<file path="src/rtl/multiplay_mouse_acc.sv">
//------------------------------------------------------------------------------
// Module      : multiplay_mouse_acc
// Description : Multiplay mouse register window for 1..2 PS/2 mice with signed
//               saturating per-axis accumulators and clamped per-read deltas.
// Revision    : 1.0 - initial release
//------------------------------------------------------------------------------
`default_nettype none

module multiplay_mouse_acc #(
    parameter int NCH   = 2,
    parameter int ACC_W = 10,
    parameter int CLAMP = 7
) (
    input  logic               clk_sys,
    input  logic               reset,
    input  logic [25*NCH-1:0]  ps2_mouse,
    input  logic               sel,
    input  logic [2:0]         addr,
    output logic [7:0]         dout
);

    localparam int c_aw2 = ACC_W + 2;
    localparam logic signed [c_aw2-1:0] c_clamp_hi = c_aw2'(CLAMP);
    localparam logic signed [c_aw2-1:0] c_clamp_lo = c_aw2'(-(CLAMP + 1));
    localparam logic signed [c_aw2-1:0] c_sat_hi   = c_aw2'((1 << (ACC_W - 1)) - 1);
    localparam logic signed [c_aw2-1:0] c_sat_lo   = c_aw2'(-(1 << (ACC_W - 1)));

    logic signed [ACC_W-1:0] r_acc_x_q [NCH];
    logic signed [ACC_W-1:0] r_acc_y_q [NCH];
    logic signed [ACC_W-1:0] w_acc_x_d [NCH];
    logic signed [ACC_W-1:0] w_acc_y_d [NCH];
    logic [2:0]              r_btn_q   [NCH];
    logic [2:0]              w_btn_d   [NCH];
    logic [7:0]              w_out_x   [NCH];
    logic [7:0]              w_out_y   [NCH];
    logic [NCH-1:0]          r_old_tog_q;
    logic [NCH-1:0]          w_tog;
    logic [NCH-1:0]          w_pkt;
    logic                    r_old_sel_q;
    logic [7:0]              r_dout_q;
    logic [7:0]              w_dout_d;
    logic                    w_rd;
    logic [2:0]              w_btn1;
    logic [7:0]              w_x1;
    logic [7:0]              w_y1;
    logic                    w_unused;

    logic signed [c_aw2-1:0] w_dx, w_dy, w_ax, w_ay, w_ox, w_oy, w_sx, w_sy;

    function automatic logic signed [c_aw2-1:0] f_clamp(input logic signed [c_aw2-1:0] v);
        if (v > c_clamp_hi) return c_clamp_hi;
        if (v < c_clamp_lo) return c_clamp_lo;
        return v;
    endfunction

    function automatic logic signed [c_aw2-1:0] f_sat(input logic signed [c_aw2-1:0] v);
        if (v > c_sat_hi) return c_sat_hi;
        if (v < c_sat_lo) return c_sat_lo;
        return v;
    endfunction

    // Spare packet bits (3, 6, 7 of each channel) carry nothing we decode.
    assign w_unused = ^ps2_mouse;
    assign w_rd     = sel & ~r_old_sel_q;

    always_comb begin
        w_dx = '0; w_dy = '0; w_ax = '0; w_ay = '0;
        w_ox = '0; w_oy = '0; w_sx = '0; w_sy = '0;
        for (int n = 0; n < NCH; n++) begin
            w_tog[n]   = ps2_mouse[25*n+24];
            w_pkt[n]   = w_tog[n] ^ r_old_tog_q[n];
            w_btn_d[n] = w_pkt[n] ? ps2_mouse[25*n +: 3] : r_btn_q[n];

            w_dx = {{(c_aw2-9){ps2_mouse[25*n+4]}}, ps2_mouse[25*n+4], ps2_mouse[25*n+8 +: 8]};
            // Y is inverted so that downward motion on screen counts positive.
            w_dy = -{{(c_aw2-9){ps2_mouse[25*n+5]}}, ps2_mouse[25*n+5], ps2_mouse[25*n+16 +: 8]};

            w_ax = {{2{r_acc_x_q[n][ACC_W-1]}}, r_acc_x_q[n]};
            w_ay = {{2{r_acc_y_q[n][ACC_W-1]}}, r_acc_y_q[n]};
            w_ox = f_clamp(w_ax);
            w_oy = f_clamp(w_ay);
            w_out_x[n] = 8'(w_ox);
            w_out_y[n] = 8'(w_oy);

            w_sx = w_ax;
            w_sy = w_ay;
            if (w_pkt[n]) begin
                w_sx = w_sx + w_dx;
                w_sy = w_sy + w_dy;
            end
            if (w_rd && (addr == 3'(2 + 2*n))) w_sx = w_sx - w_ox;
            if (w_rd && (addr == 3'(3 + 2*n))) w_sy = w_sy - w_oy;
            w_acc_x_d[n] = ACC_W'(f_sat(w_sx));
            w_acc_y_d[n] = ACC_W'(f_sat(w_sy));
        end
    end

    generate
        if (NCH > 1) begin : g_ch1
            assign w_btn1 = r_btn_q[1];
            assign w_x1   = w_out_x[1];
            assign w_y1   = w_out_y[1];
        end else begin : g_no_ch1
            assign w_btn1 = 3'b000;
            assign w_x1   = 8'h00;
            assign w_y1   = 8'h00;
        end
    endgenerate

    always_comb begin
        w_dout_d = r_dout_q;
        if (!sel) begin
            w_dout_d = 8'hFF;
        end else if (w_rd) begin
            case (addr)
                3'd0:    w_dout_d = {1'b0, r_btn_q[0], 4'b0000};
                3'd1:    w_dout_d = {1'b0, w_btn1, 4'b0000};
                3'd2:    w_dout_d = w_out_x[0];
                3'd3:    w_dout_d = w_out_y[0];
                3'd4:    w_dout_d = w_x1;
                3'd5:    w_dout_d = w_y1;
                default: w_dout_d = 8'hFF;
            endcase
        end
    end

    always_ff @(posedge clk_sys) begin
        // Toggle history tracks the live input even in reset, so no stale packet fires on release.
        r_old_tog_q <= w_tog;
        if (reset) begin
            for (int n = 0; n < NCH; n++) begin
                r_acc_x_q[n] <= '0;
                r_acc_y_q[n] <= '0;
                r_btn_q[n]   <= '0;
            end
            r_old_sel_q <= 1'b0;
            r_dout_q    <= 8'hFF;
        end else begin
            for (int n = 0; n < NCH; n++) begin
                r_acc_x_q[n] <= w_acc_x_d[n];
                r_acc_y_q[n] <= w_acc_y_d[n];
                r_btn_q[n]   <= w_btn_d[n];
            end
            r_old_sel_q <= sel;
            r_dout_q    <= w_dout_d;
        end
    end

    assign dout = r_dout_q;

endmodule

`default_nettype wire
</file>
<file path="config.mk">
export PLATFORM = sky130hd
export DESIGN_NAME = multiplay_mouse_acc
export DESIGN_NICKNAME = d
export VERILOG_FILES = /design/src/rtl/multiplay_mouse_acc.sv
export SDC_FILE = /design/constraint.sdc
export NUM_CORES = 1
export LEC_CHECK = 0
export BUFFER_PORTS_ARGS = -buffer_cell sky130_fd_sc_hd__buf_2
export CAP_MARGIN = 30
export CORE_ASPECT_RATIO = 0.8
export CORE_MARGIN = 2
export CORE_UTILIZATION = 56
export DETAILED_ROUTE_END_ITERATION = 7
export GPL_ROUTABILITY_DRIVEN = 0
export PLACE_DENSITY = 0.77
export REMOVE_ABC_BUFFERS = 1
export SLEW_MARGIN = 20
export SYNTH_ARGS = -nofsm -noshare
export SYNTH_HDL_FRONTEND = slang
export SYNTH_SLANG_ARGS = --single-unit
</file>
<file path="constraint.sdc">
create_clock -name clk_sys -period 3.79 [get_ports clk_sys]
set_input_delay 0.379 -clock clk_sys [delete_from_list [all_inputs] [get_ports clk_sys]]
set_output_delay 0.379 -clock clk_sys [all_outputs]
set_load 0.01 [all_outputs]
</file>
Word-level counts from Yosys, hierarchy flattened --
Memory sizes are Yosys's and may differ from the RTL's. Index checks and enable logic that the tools add are counted. Widths: inputs -> output; s select.
Cells by class: add/subtract/negate cells 10, $lt $le $gt $ge 16, equality and inequality tests 5, multiplexer cells 76, bitwise logic cells 11, reduce and logical (&&, ||, !) cells 6
Operators with widths (number):
- $mux 12 | 24
- $mux 10 | 20
- $gt 12x10->1 const B | 4
- $lt 12x10->1 const B | 4
- $pmux 8 s6 | 1
- $sub 12x12->12 | 4
- $gt 10x4->1 const B | 4
- $lt 10x4->1 const B | 4
- $mux 1 | 27
- $add 10x12->12 | 2
- $neg 12->12 | 2
- $add 10x9->11 | 2
- $mux 3 | 4
- $eq 3x2->1 const B | 2
- $eq 3x3->1 const B | 2
- $or 1x1->1 | 6
- $logic_and 1x1->1 | 4
- $eq 3x1->1 const B | 1
- $logic_not 3->1 | 1
- $not 1->1 | 2
- $reduce_or 2->1 | 1
- $xor 1x1->1 | 2
- $and 1x1->1 | 1
Storage, ports and cells: flip-flop bits (word level) 11, RAM bits 46, input bits 56, output and inout port bits 8, logic and storage cells 130, memories kept 3
Memory list:
- r_acc_x_q | words 2, bits a word 10, read ports 2, clocked after Yosys merged registers in 0, wr ports 2, line 28 | logic signed [ACC_W-1:0] r_acc_x_q [NCH];
- r_acc_y_q | words 2, bits a word 10, read ports 2, clocked after Yosys merged registers in 0, wr ports 2, line 29 | logic signed [ACC_W-1:0] r_acc_y_q [NCH];
- r_btn_q | words 2, bits a word 3, read ports 2, clocked after Yosys merged registers in 0, wr ports 2, line 32 | logic [2:0] r_btn_q [NCH];

Logic depth before layout (Yosys ltp) --
Gate-level depths: netlist (run 1). An unclocked memory read counts as a cell.
word-level depth 14, depth in mapped cells 20, gate-level depth less buffers 19

Worst setup path after synthesis (run 1) --
OpenSTA, ideal clock, no wires.
path kind input-to-reg, from input port ps2_mouse[41], to memory r_acc_y_q[1][0] (netlist: r_acc_y_q[0][10]), setup time 136 ps, arrival 3870 ps, data required time 3654 ps, setup slack -216 ps, stages on the path 19, path buffers 1, cell sequence ha_1 > inv_1 > fa_1 > a21o_1 > a21oi_1 > o21bai_1 > a21oi_1 > xor2_1 > a21oi_1 > ha_1 > buf_2 > a21o_1 > nor3_1 > a21oi_1 > o22ai_1 > mux2i_1 > xnor2_1 > a311oi_4 > o21ai_0
RTL lines:
- start, declared | line 16 | input logic [25*NCH-1:0] ps2_mouse,
- end, declared | line 29

==> results.py, run 1 <==
metrics = {
    "outcome": {
        "status": "finished, violations left",
        "violations": "negative setup slack",
    },
    "sta": {
        "final_hold_viol_count": 0,
        "rsz0062_at_grt": "yes",
        "drv_slew": 0,
        "layout_min_cycle_time_ns": 4.01,
        "layout_setup_ws_ns": -0.220,
        "fmax_mhz": 249,
        "worst_pin_slew_ns": 0.821,
        "skew_ns": 0.00909,
        "setup_violations": 36,
        "min_period_over_period_pct": 106,
        "relSlewSlack_pct": 45.1,
    },
    "cts": {
        "cts_made_buffers": 9,
        "clk_pin_slew_ns": 0.06,
        "clk_latency_ns": 0.35,
        "cts.sinks": 57,
        "cts_tree": "built",
        "htree_levels": 3,
        "cts_max_path_buffers": 2,
        "root_buffer": "clkbuf_16",
    },
    "synthesis": {
        "yosys.area.top_type_share_pct": 15.6,
        "synth-async-reset-ratio_pct": 0,
        "syn_avg_cell_area_um2": 7.54,
        "ys.flop_type": "dfxtp_1",
        "synth_area_leaders": "dfxtp_1, ha_1, o21ai_0, a21oi_1, nand2_1",
        "synth.largest_area_cell": "dfxtp_1",
        "ys_seq_area_share_pct": 15.6,
        "synthDistinctLibCells": 74,
        "ys_seq_elements": 57,
        "synth.most_common_cell": "o21ai_0",
        "yosys_warnings": 0,
        "syn_inst": 969,
        "synth_enable_flop_cells": 0,
        "synth_commonest_cells": "o21ai_0, nand2_1, ha_1, nor2_1, a21oi_1",
        "netlist_area_um2": 7300,
    },
    "floorplan": {
        "core_um2": 12800,
        "ios": 64,
        "die_area_um2": 14000,
        "dieWidth_um": 132,
        "die_y_um": 106,
        "num_rows": 37,
        "initial_core_util_pct": 57.2,
    },
    "layout": {
        "drive_above_1_share_pct": 31.7,
        "antenna_cells": 0,
        "final_core_util_pct": 77.8,
        "fill_cells": 924,
        "area_delta_synth_final_pct": 36.1,
        "fin_nets": 1352,
        "design_area_um2": 9940,
    },
    "drt": {
        "wl_per_cell_um": 17.4,
        "drt_pre_antenna_iters": 6,
        "first_iter_violations": 785,
        "drc": 0,
        "num_vias": 8539,
        "via_per_inst": 6.19,
        "postRouteWirelength_um": 24000,
        "ant_nets": 0,
    },
    "worst_setup_path": {
        "r2r_slack_ns": -0.22,
        "cp-end-kind": "flop",
        "cp_data_required_time_ns": 3.98,
        "crit_type": "flop to flop",
        "startpoint_type": "flop",
        "crit_slowest_cell": "o41ai_2",
        "worstPathCellList": "buf_4 > ha_1 > nor2b_1 > o31a_1 > buf_4 > o31ai_1 > buf_4 > ha_1 > o21a_1 > o31a_1 > o31a_1 > o41ai_2 > mux2i_1 > xnor2_2 > a211oi_4 > buf_6 > o31ai_1",
        "cpPeakStageDelay_ns": 0.35,
        "path_buf_inv": 4,
        "cp_max_fo": 4,
        "cp_top_family": "compound AO/OA/AOI/OAI gates",
        "cp.arrival_ns": 4.20,
    },
    "grt": {
        "antenna_found_initial": 0,
        "grt_util_all_layers_pct": 32.5,
        "grt_pass1_wl_um": 37400,
        "grt_pass1_vias": 7812,
        "grt_max_degree": 31,
        "grt.overflow.total": 0,
    },
    "min_path": {
        "hold_class": "primary input to flop",
    },
    "power": {
        "leakagePower_uw": 0.00458,
        "ir_drop_mv": 0.539,
        "report.power.total_uw": 10300,
        "power_density_nw_per_um2": 1040,
    },
    "place": {
        "placed_cell_area_um2": 9040,
        "place_ws_ns": -0.529,
        "io_buffer_count": 57,
        "hpwl_um": 16600,
    },
    "job": {
        "drv_cap": 0,
    },
}
-- repair_timing --
item,CTS,global route
endpoints found under the setup margin,38,39
endpoints found under the hold margin,0,0
gates cloned,2,1
gates resized for setup,64,66
pin swaps,34,17
setup buffers,9,9
hold buffers,0,0
-- worst register-to-register path, stage by stage (launching register included) --
cell      delay [ns]
dfxtp_2         0.33
buf_4           0.14
ha_1            0.27
nor2b_1         0.14
o31a_1          0.28
buf_4           0.15
o31ai_1         0.22
buf_4           0.17
ha_1            0.23
o21a_1          0.11
o31a_1          0.12
o31a_1          0.30
o41ai_2         0.35
mux2i_1         0.34
xnor2_2         0.17
a211oi_4        0.31
buf_6           0.16
o31ai_1         0.08
-- layout by cell type, fill, tap and decap left out, types with 17 or more instances in the layout --
cell / netlist / routed
a21o_1: 39 / 39
inv_1: 54 / 47
nand2_1: 90 / 90
buf_2: 4 / 57
buf_4: 0 / 184
xnor2_1: 37 / 32
dfxtp_1: 57 / 48
o21ai_0: 112 / 85
nor2_1: 82 / 82
mux2i_1: 25 / 24
a21oi_1: 75 / 64
ha_1: 88 / 81
o21a_1: 17 / 17
-- cell families after synthesis --
family | Yosys count | synth area share [%]
multiplexers | 33 | 4.66
adder cells (fa/ha/maj) | 96 | 17.3
AND/OR/NAND/NOR | 281 | 18.7
flip-flops | 57 | 15.6
buffers and inverters | 85 | 4.44
AO/OA/AOI/OAI | 361 | 32.5
XOR/XNOR | 56 | 6.82
-- state kept, by name, indices dropped and copies added (netlist names) --
register and count:
r_old_sel_q 1, r_btn_q 6, r_acc_x_q 20, r_old_tog_q 2, r_acc_y_q 20, dout 8
-- stage by stage --
step,hold WS (ns),std cells,setup TNS (ns)
floorplan,0.407,938,-7.18
global placement,0.439,1344,-12.92
finish,0.216,1380,-4.94
global route,0.220,1380,-10.92
CTS,0.221,1371,-1.90
detailed placement,0.455,1344,-16.74
-- path summary, 6_finish.rpt --
check / start / end / depth (start not counted)
setup / recovery: r_acc_y_q[0][1] / r_acc_y_q[0][6] / 17
hold / removal: ps2_mouse[24] / r_old_tog_q[0] / 1
setup reg to reg: r_acc_y_q[0][1] / r_acc_y_q[0][6] / 17
hold reg to reg: r_btn_q[0][0] / r_btn_q[0][0] / 2
-- area by class of cell --
type / instances / area, um2 / share of cell area [%]
Tap cell: 175 / 219 / 2.20
Multi-Input combinational cell: 828 / 6270 / 63.1
Clock inverter: 6 / 82.6 / 0.831
Timing Repair Buffer: 250 / 1790 / 18.0
Inverter: 54 / 203 / 2.04
Clock buffer: 10 / 229 / 2.30
Sequential cell: 57 / 1150 / 11.6
-- power breakdown --
part           total [uW]  switching [uW]  leakage, uW  internal, uW
clock                 891             319     0.000152           572
sequential           1040             222     0.000477           818
combinational        8370            4230      0.00395          4140
total               10300            4770      0.00458          5530
-- layer usage --
layer  up-vias  GRT usage [%]  routed length [um]
met4         0           9.94                 766
li1       4058              -                   -
met3       101           5.96                1900
met5         -              0                   0
met2       434           54.3               11000
met1      3946           43.0               10400
No activity file was read; power rests on OpenSTA's default activity.
==> run 2, diff against run 1 <==
- CORE_UTILIZATION: 56 -> 60
- PLACE_DENSITY: 0.77 -> 0.78
- clock period: 3.79 -> 4.5 ns (I/O delays scaled with it)
==> run 2 against run 1 <==
Net effect: fmax down 5.5%; global-route usage is 3.4 points lower; flip-flop and latch count unchanged; sequential share of layout area rose by 2.3 points; worst hold slack improved by 0.081 ns; clock power decreased by 22%; wire length shrank 21%; combinational power shrank 40%; clock skew down 0.0039 ns; final cell count shrank 14%; count of clock-buffer cells in the layout grew 3; the run now ends clean; first-iteration DRC count fell by 42%; largest cell class unchanged.
==> results.py, run 2 (synthesized netlist as in run 1, its figures left out) <==
metrics = {
    "layout": {
        "final_core_util_pct": 68.1,
        "antenna_cells": 0,
        "drive_above_1_share_pct": 13.1,
        "fill_cells": 1093,
        "final_cell_mix": "o21ai_0, nand2_1, ha_1",
        "fin_nets": 1178,
        "area_delta_synth_final_pct": 12.1,
        "layout_commonest_cell": "o21ai_0",
        "design_area_um2": 8190,
    },
    "sta": {
        "rsz0062_at_grt": "no",
        "tns_ns": 0,
        "drv_slew": 0,
        "skew_ns": 0.00516,
        "fmax_mhz": 236,
        "worst_pin_slew_ns": 0.725,
        "min_period_over_period_pct": 94.3,
        "setup_violations": 0,
        "final_hold_viol_count": 0,
        "layout_min_cycle_time_ns": 4.24,
        "relSlewSlack_pct": 51.6,
    },
    "drt": {
        "first_iter_violations": 459,
        "via_per_inst": 6.19,
        "postRouteWirelength_um": 19000,
        "drt_pre_antenna_iters": 5,
        "wl_per_cell_um": 16.0,
        "drc": 0,
        "num_vias": 7325,
        "ant_nets": 0,
    },
    "outcome": {
        "status": "finished, final reports clean",
    },
    "worst_setup_path": {
        "cp.arrival_ns": 4.43,
        "cp_max_fo": 9,
        "cp.depth": 20,
        "crit_end": "r_acc_y_q[0][17]",
        "worst-r2r-cell-count": 20,
        "cpPeakStageDelay_ns": 0.41,
        "r2r_start": "r_acc_y_q[0][10]",
        "crit_slowest_cell": "fa_1",
        "cp-end-kind": "flop",
        "crit_type": "flop to flop",
        "r2r_slack_ns": 0.26,
        "path_buf_inv": 3,
        "cp_data_required_time_ns": 4.69,
        "startpoint_type": "flop",
        "worstSetupStartpoint": "r_acc_y_q[0][10]",
        "worstPathCellList": "inv_1 > ha_1 > inv_1 > fa_1 > a21o_1 > a21oi_1 > o21bai_1 > a21oi_2 > xor2_1 > a21oi_1 > ha_2 > a21o_1 > nor3_2 > a21oi_1 > o22ai_1 > mux2i_1 > xnor2_1 > a311oi_4 > buf_4 > o31ai_2",
        "cp_top_family": "compound AO/OA/AOI/OAI gates",
        "reg2reg_to": "r_acc_y_q[0][17]",
        "crit_top_cell": "a21oi_1",
    },
    "cts": {
        "cts_max_path_buffers": 2,
        "cts_made_buffers": 9,
        "htree_levels": 3,
        "cts_tree": "built",
        "root_buffer": "clkbuf_16",
        "clk_pin_slew_ns": 0.05,
        "cts.sinks": 57,
        "clk_latency_ns": 0.34,
    },
    "place": {
        "placed_cell_area_um2": 7830,
        "io_buffer_count": 57,
        "hpwl_um": 14700,
    },
    "floorplan": {
        "die_area_um2": 13100,
        "initial_core_util_pct": 60.7,
        "core_um2": 12000,
        "num_rows": 36,
        "ios": 64,
        "die_y_um": 103,
        "dieWidth_um": 127,
    },
    "power": {
        "power_density_nw_per_um2": 807,
        "ir_drop_mv": 0.532,
        "p_int_uw": 3380,
        "p_seq_share_pct": 13.4,
        "swShare_pct": 48.9,
        "p_comb_share_pct": 76.1,
        "power_switching_uw": 3230,
        "p_clk_share_pct": 10.5,
        "leakagePower_uw": 0.00365,
    },
    "grt": {
        "grt.overflow.total": 0,
        "grt_util_all_layers_pct": 29.1,
        "grt_max_degree": 25,
        "grt_pass1_vias": 6519,
        "grt_pass1_wl_um": 31100,
        "antenna_found_initial": 0,
    },
    "job": {
        "drv_cap": 0,
    },
    "min_path": {
        "hold_class": "primary input to flop",
    },
}
[run 2: per-layer routing]
metal / share of wire, % / vias up / track usage (%)
met4: 1.4 / 0 / 6.51
met2: 44 / 173 / 45.8
li1: - / 3712 / -
met3: 4.8 / 26 / 4.67
met1: 50 / 3414 / 42.2
met5: 0 / - / 0
[run 2: worst reg2reg max path, cell delays in order (launching register included)]
cell and delay, ns:
dfxtp_1 0.31, inv_1 0.07, ha_1 0.16, inv_1 0.05, fa_1 0.41, a21o_1 0.21, a21oi_1 0.18, o21bai_1 0.10
a21oi_2 0.18, xor2_1 0.08, a21oi_1 0.25, ha_2 0.38, a21o_1 0.24, nor3_2 0.19, a21oi_1 0.11, o22ai_1 0.18
mux2i_1 0.25, xnor2_1 0.15, a311oi_4 0.28, buf_4 0.22, o31ai_2 0.09
[run 2: worst min path at each step]
stage | cells past startpoint | startpoint | slack [ns] | endpoint
after global routing | 1 | ps2_mouse[49] | 0.30 | r_old_tog_q[1]
final | 1 | ps2_mouse[24] | 0.30 | r_old_tog_q[0]
after floorplan | 2 | r_btn_q[0][0] | 0.43 | r_btn_q[0][0]
after CTS | 1 | ps2_mouse[24] | 0.30 | r_old_tog_q[0]
after detailed placement | 2 | r_btn_q[0][0] | 0.45 | r_btn_q[0][0]
after global placement | 2 | r_btn_q[0][3] | 0.44 | r_btn_q[0][3]
[run 2: what timing repair did]
action / CTS / global route
gates resized for setup: 0 / 8
setup buffers: 0 / 1
hold buffers: 0 / 0
hold endpoints to repair: 0 / 0
endpoints found under the setup margin: 0 / 18
[run 2: layout make-up]
class	instances	area [um2]	share of cell area [%]
clock buffers	13	250	3.06
clock inverters	3	40.0	0.489
inverters	54	203	2.48
multi-input cells	827	5910	72.2
flip-flops and latches	57	1140	13.9
well taps	152	190	2.32
repair buffers	77	448	5.47
[run 2: power by group through the flow]
stage               Combinational, uW  Clock [uW]  Sequential, uW
finish                           5030         692             888
global route                     5650         716             914
CTS                              4910         688             882
detailed placement               4860           0             891
global placement                 4750           0             893
floorplan                        3940           0             831
[run 2: stage by stage]
step | cells | worst slack [ns] | hold WS (ns) | total power [uW]
after floorplan | 938 | 0.206 | 0.425 | 4770
after CTS | 1182 | 0.107 | 0.301 | 6480
final | 1183 | 0.257 | 0.297 | 6610
after detailed placement | 1166 | 0.0375 | 0.447 | 5750
after global routing | 1183 | 0.00777 | 0.299 | 7280
after global placement | 1166 | 0.0981 | 0.441 | 5650
